File: src/rtl/i2c_bus_arbiter.sv
// Round-robin I2C bus arbiter for N_REQ on-chip masters with START/STOP detection and bus-free qualification.
// Define GRANT_WATCHDOG_EN to build in the grant watchdog that revokes a stalled owner after TIMEOUT_CYCLES.
module i2c_bus_arbiter #(
   parameter int unsigned N_REQ           = 2,
   parameter int unsigned BUS_FREE_CYCLES = 16,
   parameter int unsigned TIMEOUT_CYCLES  = 1024
) (
   input  logic             clk,
   input  logic             rst,
   input  logic             scl_in,
   input  logic             sda_in,
   input  logic             scl_rise,
   input  logic             scl_fall,
   input  logic             sda_rise,
   input  logic             sda_fall,
   input  logic [N_REQ-1:0] req,
   input  logic [N_REQ-1:0] done,
   output logic [N_REQ-1:0] grant,
   output logic             bus_busy,
   output logic             start_det,
   output logic             stop_det,
   output logic             timeout
);

   localparam int unsigned PW = $clog2(N_REQ);
   localparam int unsigned CW = $clog2(BUS_FREE_CYCLES);
   localparam logic [CW-1:0]    CNT_LAST  = CW'(BUS_FREE_CYCLES - 1);
   localparam logic [N_REQ-1:0] GRANT_ONE = N_REQ'(1);

   if (N_REQ < 2 || N_REQ > 4 || BUS_FREE_CYCLES < 2 || TIMEOUT_CYCLES < 2) begin : g_param_check
      $error("i2c_bus_arbiter: parameter out of range");
   end

   typedef enum logic [1:0] {WAIT_FREE, IDLE, GRANT, BUSY_EXT} state_t;

   state_t          state;
   logic [CW-1:0]   idle_cnt;
   logic [PW-1:0]   rr_ptr;
   logic [PW-1:0]   rr_win;
   logic [PW-1:0]   cand;
   int unsigned     idx;
   logic            start_c;
   logic            stop_c;
   logic            line_clean;
   logic            owner_release;

   assign start_c       = sda_fall & scl_in;
   assign stop_c        = sda_rise & scl_in;
   assign line_clean    = scl_in & sda_in & ~(scl_rise | scl_fall | sda_rise | sda_fall);
   assign owner_release = (|(grant & done)) | ~(|(grant & req)) | stop_c;

   // Scan downward so the candidate closest above rr_ptr is the last one written.
   always_comb begin
      rr_win = rr_ptr;
      cand   = '0;
      idx    = 0;
      for (int unsigned i = N_REQ; i >= 1; i--) begin
         idx = 32'(rr_ptr) + i;
         if (idx >= N_REQ) idx = idx - N_REQ;
         cand = PW'(idx);
         if (req[cand]) rr_win = cand;
      end
   end

`ifdef GRANT_WATCHDOG_EN
   localparam int unsigned WW = $clog2(TIMEOUT_CYCLES);
   localparam logic [WW-1:0] WD_LAST = WW'(TIMEOUT_CYCLES - 1);
   logic [WW-1:0] wd_cnt;
`else
   assign timeout = 1'b0;
`endif

   always_ff @(posedge clk or posedge rst) begin
      if (rst) begin
         state     <= WAIT_FREE;
         idle_cnt  <= '0;
         rr_ptr    <= PW'(N_REQ - 1);
         grant     <= '0;
         bus_busy  <= 1'b1;
         start_det <= 1'b0;
         stop_det  <= 1'b0;
`ifdef GRANT_WATCHDOG_EN
         wd_cnt    <= '0;
         timeout   <= 1'b0;
`endif
      end else begin
         start_det <= start_c;
         stop_det  <= stop_c;
`ifdef GRANT_WATCHDOG_EN
         timeout   <= 1'b0;
`endif
         case (state)
            WAIT_FREE: begin
               if (start_c) begin
                  state    <= BUSY_EXT;
                  idle_cnt <= '0;
               end else if (!line_clean) begin
                  idle_cnt <= '0;
               end else if (idle_cnt == CNT_LAST) begin
                  state    <= IDLE;
                  bus_busy <= 1'b0;
               end else begin
                  idle_cnt <= idle_cnt + 1'b1;
               end
            end
            IDLE: begin
               if (start_c) begin
                  state    <= BUSY_EXT;
                  bus_busy <= 1'b1;
               end else if (|req) begin
                  state    <= GRANT;
                  bus_busy <= 1'b1;
                  grant    <= GRANT_ONE << rr_win;
                  rr_ptr   <= rr_win;
`ifdef GRANT_WATCHDOG_EN
                  wd_cnt   <= '0;
`endif
               end
            end
            GRANT: begin
               if (owner_release) begin
                  state    <= WAIT_FREE;
                  grant    <= '0;
                  idle_cnt <= '0;
               end
`ifdef GRANT_WATCHDOG_EN
               else if (scl_rise | scl_fall) begin
                  wd_cnt <= '0;
               end else if (wd_cnt == WD_LAST) begin
                  state    <= WAIT_FREE;
                  grant    <= '0;
                  idle_cnt <= '0;
                  timeout  <= 1'b1;
               end else begin
                  wd_cnt <= wd_cnt + 1'b1;
               end
`endif
            end
            BUSY_EXT: begin
               if (stop_c) begin
                  state    <= WAIT_FREE;
                  idle_cnt <= '0;
               end
            end
            default: begin
               state <= WAIT_FREE;
               grant <= '0;
            end
         endcase
      end
   end

endmodule

File: config.mk
export PLATFORM = sky130hd
export DESIGN_NAME = i2c_bus_arbiter
export DESIGN_NICKNAME = d
export VERILOG_FILES = /design/src/rtl/i2c_bus_arbiter.sv
export SDC_FILE = /design/constraint.sdc
export NUM_CORES = 1
export LEC_CHECK = 0
export BUFFER_PORTS_ARGS = -buffer_cell sky130_fd_sc_hd__buf_2
export CORE_UTILIZATION = 44
export CTS_CLUSTER_SIZE = 24
export DETAILED_ROUTE_END_ITERATION = 12
export PLACE_DENSITY = 0.69
export RECOVER_POWER = 50
export SKIP_CTS_REPAIR_TIMING = 1
export SLEW_MARGIN = 20
export SYNTH_ARGS = -nofsm -noshare
export SYNTH_HDL_FRONTEND = slang
export SYNTH_SLANG_ARGS = --single-unit
File: constraint.sdc
create_clock -name clk -period 1.7 [get_ports clk]
set_input_delay 0.085 -clock clk [delete_from_list [all_inputs] [get_ports clk]]
set_output_delay 0.085 -clock clk [all_outputs]
set_load 0.02 [all_outputs]
After elaboration in Yosys (flattened, before gate mapping)

Cells that the tools add are included.

Register bits after elaboration: 12
Latch bits: 0
Bits in writable memories: 0
Memory bits (read-only): 0
Bits of input ports: 12
Output and inout bits: 6
Word-level logic and storage cells: 89
Memories: 0

Add/sub/neg operators: 5
Multipliers: 0
Div/mod/pow operators: 0
$lt $le $gt $ge: 4
Eq/ne operators: 15
Shifts and indexed selects: 1
Mux-type cells: 31
Bitwise operators: 14
Reduce and logical (&&, ||, !) cells: 12

Operator list:

| operator            | count |
|---|---|
| $mux 4              | 5 |
| $mux 2              | 9 |
| $ne 2x2->1 const B  | 7 |
| $mux 1              | 13 |
| $pmux 4 s3          | 1 |
| $reduce_and 5->1    | 2 |
| $ne 3x3->1 const B  | 3 |
| $pmux 2 s4          | 1 |
| $reduce_and 4->1    | 2 |
| $reduce_or 2->1     | 3 |
| $or 1x1->1          | 5 |
| $add 4x1->4 const B | 1 |
| $and 1x1->1         | 4 |
| $and 2x2->2         | 2 |
| $eq 2x2->1 const B  | 2 |
| $eq 4x4->1 const B  | 1 |
| $lt 1x2->1 const B  | 2 |
| $ne 4x4->1 const B  | 1 |
| $pmux 2 s2          | 1 |
| $reduce_bool 2->1   | 2 |
| $add 1x2->3 const B | 1 |
| $ge 3x2->1 const B  | 1 |
| $not 1->1           | 3 |
| $reduce_and 3->1    | 1 |
| 8 further kinds     | 9 |

Longest topological paths before layout

Word-level depth: 11
Gate-level depth with buffers: 6

Worst setup path after synthesis

No wires, ideal clock.

Path kind: register -> register
Start point: reg grant[0]
End point: reg idle_cnt[0]
Library setup time: 128 ps
Arrival time: 1544 ps
Required time: 1572 ps
Setup slack: 29 ps
Stages on the path, launching flop included: 6
Buffers on the path: 0
Clock period less this slack: 1671 ps
Cell sequence: dfrtp_1 and3b_1 a31oi_1 a21o_1 a221oi_4 mux2_1

Longest elaborated chain between the ends: 7

RTL lines:

| what                         | RTL line | RTL |
|---|---|---|
| start: declaration           | 18       | `output logic [N_REQ-1:0] grant,` |
| start signal: assignment     | 113      | `grant <= GRANT_ONE << rr_win;` |
| $and 2x2->2                  | 50       | `assign owner_release = (\|(grant & done)) \| ~(\|(grant & req)) \| stop_c;` |
| $reduce_or 2->1              | 50       |  |
| $not 1->1                    | 50       |  |
| $or 1x1->1 * (2 in a row)    | 50       |  |
| $ne 2x2->1 (no line) *       | -        |  |
| $reduce_and 4->1 (no line) * | -        |  |
| end signal: assignment       | 103      | `idle_cnt <= idle_cnt + 1'b1;` |
| end: declaration             | 37       | `logic [CW-1:0] idle_cnt;` |

Mark *: on every way between the ends. The rest lies on a longest branch, timed or not.
A chain may end at the register's enable or synchronous reset.

Worst setup path in the final report

Start point: reg grant[0]
End point: reg idle_cnt[1]

The elaborated chain is that of the path after synthesis.

==> summary.md <==
| Metric | Value |
|---|---|
| P_sw | `0.000433 W` |
| Period utilisation layout | `98.0%` |
| Worst Skew | `0.00446 ns` |
| Fill count | `125` |
| IO Port Bufs | `16` |
| M1 wire length | `636 µm` |
| Final WS setup | `0.0347 ns` |
| H-tree Lvls | `1` |
| Die Ht | `41.0 µm` |
| Final total power | `0.00110 W` |
| Cell Int Power | `0.000667 W` |
| FMAX | `0.601 GHz` |
| Crit Path Max Fanout | `4` |
| Worst path cell trace | `and3b_1, a31oi_2, a21o_1, a221oi_4, mux2_4` |
| Largest net degree at the start of global routing | `13` |
| CP endpoint kind | `flip-flop` |
| Detailed placement HPWL | `1030 µm` |
| Initial antenna violation count | `0` |
| Clock Tree Buf Depth | `2` |
| Seq pwr share | `41.2%` |
| Number of global-route vias before repair | `459` |
| Aggregate global routing overflow | `0` |
| 1st-iter DRT viols | `10` |
| Ys Warns | `0` |
| Number of I/O pins | `18` |
| Setup WS pre-CTS | `0.00606 ns` |
| Leakage | `0.432 nW` |
| Clock Power Share | `15.2%` |
| Final Hold Vio Count | `0` |
| Total routed wirelength | `1310 µm` |
| Worst skew pair latency | `0.27 ns` |
| Core area | `0.00135 mm²` |
| Max-cap viol count | `0` |
| Mapped Area | `669 µm²` |
| ANT cells | `0` |
| Post-synth top cells | `dfrtp_1 (10), nand2_1 (7), a21oi_1 (5), o21ai_0 (5)` |
| Clock Pin Slew Worst Setup and Hold Paths | `0.07 ns` |
| Antenna Nets Post-Route | `0` |
| Clock root buffer | `clkbuf_4` |
| Crit path from | `grant[0]` |
| Num CTS Buffers | `3` |
| DRC | `0` |
| Hold Path Class | `input port to flip-flop` |
| TritonRoute pass-1 iters | `4` |
| Cells on worst reg2reg path | `5` |
| Post-route design area | `826 µm²` |
| Proportion of power drawn by combinational gates | `43.6%` |
| Hold path startpoint | `scl_in` |
| Initial Util | `49.6%` |
| FFs w/ async S/R, synth | `100%` |
| Width of the chip | `41.0 µm` |
| PwrDens | `1330 mW/mm²` |
| Per-cell routed wire length | `12.5 µm` |
| WP data required | `1.86 ns` |
| R2r setup slk | `0.03 ns` |
| Hold Crit Endpoint | `state[0]` |
| Row count | `13` |
| Critical R2R Launch | `grant[0]` |
| IR drop worst, VDD | `0.000799 V` |
| Arrival @ worst endpoint | `1.82 ns` |
| Number of enable-type register cells in the synthesized netlist | `0` |
| CTS sink cnt | `12` |
| Slowest cell on crit path | `a221oi_4` |
| Synth Register Bits | `12` |
| Post-synthesis sequential area ratio | `45.2%` |
| CP max stage delay | `0.39 ns` |
| Syn Nets | `83` |
| Via count | `583` |
| Vias per std cell | `5.55` |
| Metal3 WL | `63 µm` |
| Synth top area cells | `dfrtp_1 (37%), dfstp_2 (7.9%), a21o_1 (4.5%)` |
| Critical path type | `flip-flop to flip-flop` |
| Clock period minus worst slack | `1.67 ns` |
| Die area | `0.00168 mm²` |
| Wire length on met2 | `593 µm` |
| Largest area contributor in the netlist | `dfrtp_1` |
| Post-Syn Area per Cell | `9.56 µm²` |
| Layout net count | `105` |
| Final Max Tran Viols | `0` |
| CTS tree | `built` |
| FF-to-FF End | `idle_cnt[1]` |
| Cell Area, Placed | `776 µm²` |
| CP Launch Type | `flip-flop` |
| Sw Share | `39.3%` |
| Count leader, synth | `dfrtp_1` |
| Post-synthesis cell count | `70` |
| First-pass GRT wire length | `1940 µm` |
| Post-synth cell types | `29` |
| Status | `finished, final reports clean` |
| Gp weighted congestion | `0.803` |
| Area Growth Syn to Fin | `23.4%` |
| Max layer used | `met4` |
| Yosys top cell area share | `37.4%` |
| Most used DFF post-synth | `dfrtp_1` |
| RSZ-0062 raised after global routing | `true` |
| WHS Path Cells | `3` |
| Count of final setup violators | `0` |
| GR Util All Layers | `18.8%` |
| Share of layout cells above drive strength 1 | `31.1%` |
-- state kept, by name, indices dropped and copies added, names as in the netlist --
signal / cells
grant: 2
state: 2
stop_det: 1
start_det: 1
idle_cnt: 4
rr_ptr: 1
bus_busy: 1
-- critical path: cells and delay by family, from the launching register on --
family	cells	cell delay, ns
multiplexers	1	0.33
AO/OA/AOI/OAI	3	0.64
AND/OR/NAND/NOR	1	0.19
flip-flops	1	0.38
-- how the worst max path moves through the flow --
stage	endpoint
after floorplan	idle_cnt[0]
after global placement	idle_cnt[1]
after detailed placement	idle_cnt[1]
after CTS	idle_cnt[1]
after global routing	idle_cnt[1]
final	idle_cnt[1]
-- power groups by stage --
stage,combinational [W],clock (W),sequential [W]
floorplan,0.000310,0,0.000465
global placement,0.000453,0,0.000452
detailed placement,0.000458,0,0.000456
CTS,0.000461,0.000178,0.000450
global route,0.000526,0.000193,0.000466
finish,0.000479,0.000168,0.000453
-- final cells by class --
class | count | area [µm²] | area share (%)
Multi-Input combinational cell | 52 | 359 | 43.5
Sequential cell | 12 | 303 | 36.7
Timing Repair Buffer | 20 | 111 | 13.5
Clock buffer | 3 | 22.5 | 2.73
Tap cell | 15 | 18.8 | 2.27
Inverter | 3 | 11.3 | 1.36
-- cell families (layout without fill, tap and decap cells) --
family	Yosys count	in the layout	share of synthesized area [%]
compound gates	22	22	24.1
other cells	1	1	0.560
mux	2	2	3.36
simple gates	26	26	20.9
buf+inv	6	26	3.93
flops	12	12	45.2
fa+ha+maj	1	1	1.87
-- routing by layer --
layer  vias to the layer above  track usage (%)
li1                        300                -
met1                       264             23.9
met2                        16             27.7
met3                         3             9.78
met4                         0             5.00
met5                         -                0
-- metrics by stage --
step	hold slack (ns)	utilization (%)	setup TNS, ns	cells
after floorplan	-0.0517	-	0	70
after CTS	-0.196	59.1	-0.00836	104
after global routing	0.109	61.2	-0.0626	105
after detailed placement	0.107	57.5	0	101
final	0.0873	61.2	0	105
after global placement	0.106	57.5	0	101
-- cells in the final DEF, fill, tap and decap left out, types with 2 or more instances in the layout --
cell	count
mux2_4	2
buf_2	15
a21o_1	4
nor2b_1	2
a211o_1	2
buf_4	3
nor2_1	2
and3_1	3
dfstp_2	2
inv_1	3
a22oi_1	2
clkbuf_4	3
a21oi_1	5
nor4_1	2
o21ai_0	5
nand3_1	4
dfrtp_1	10
nand2_1	7
Power figures use the tool's default switching activity.
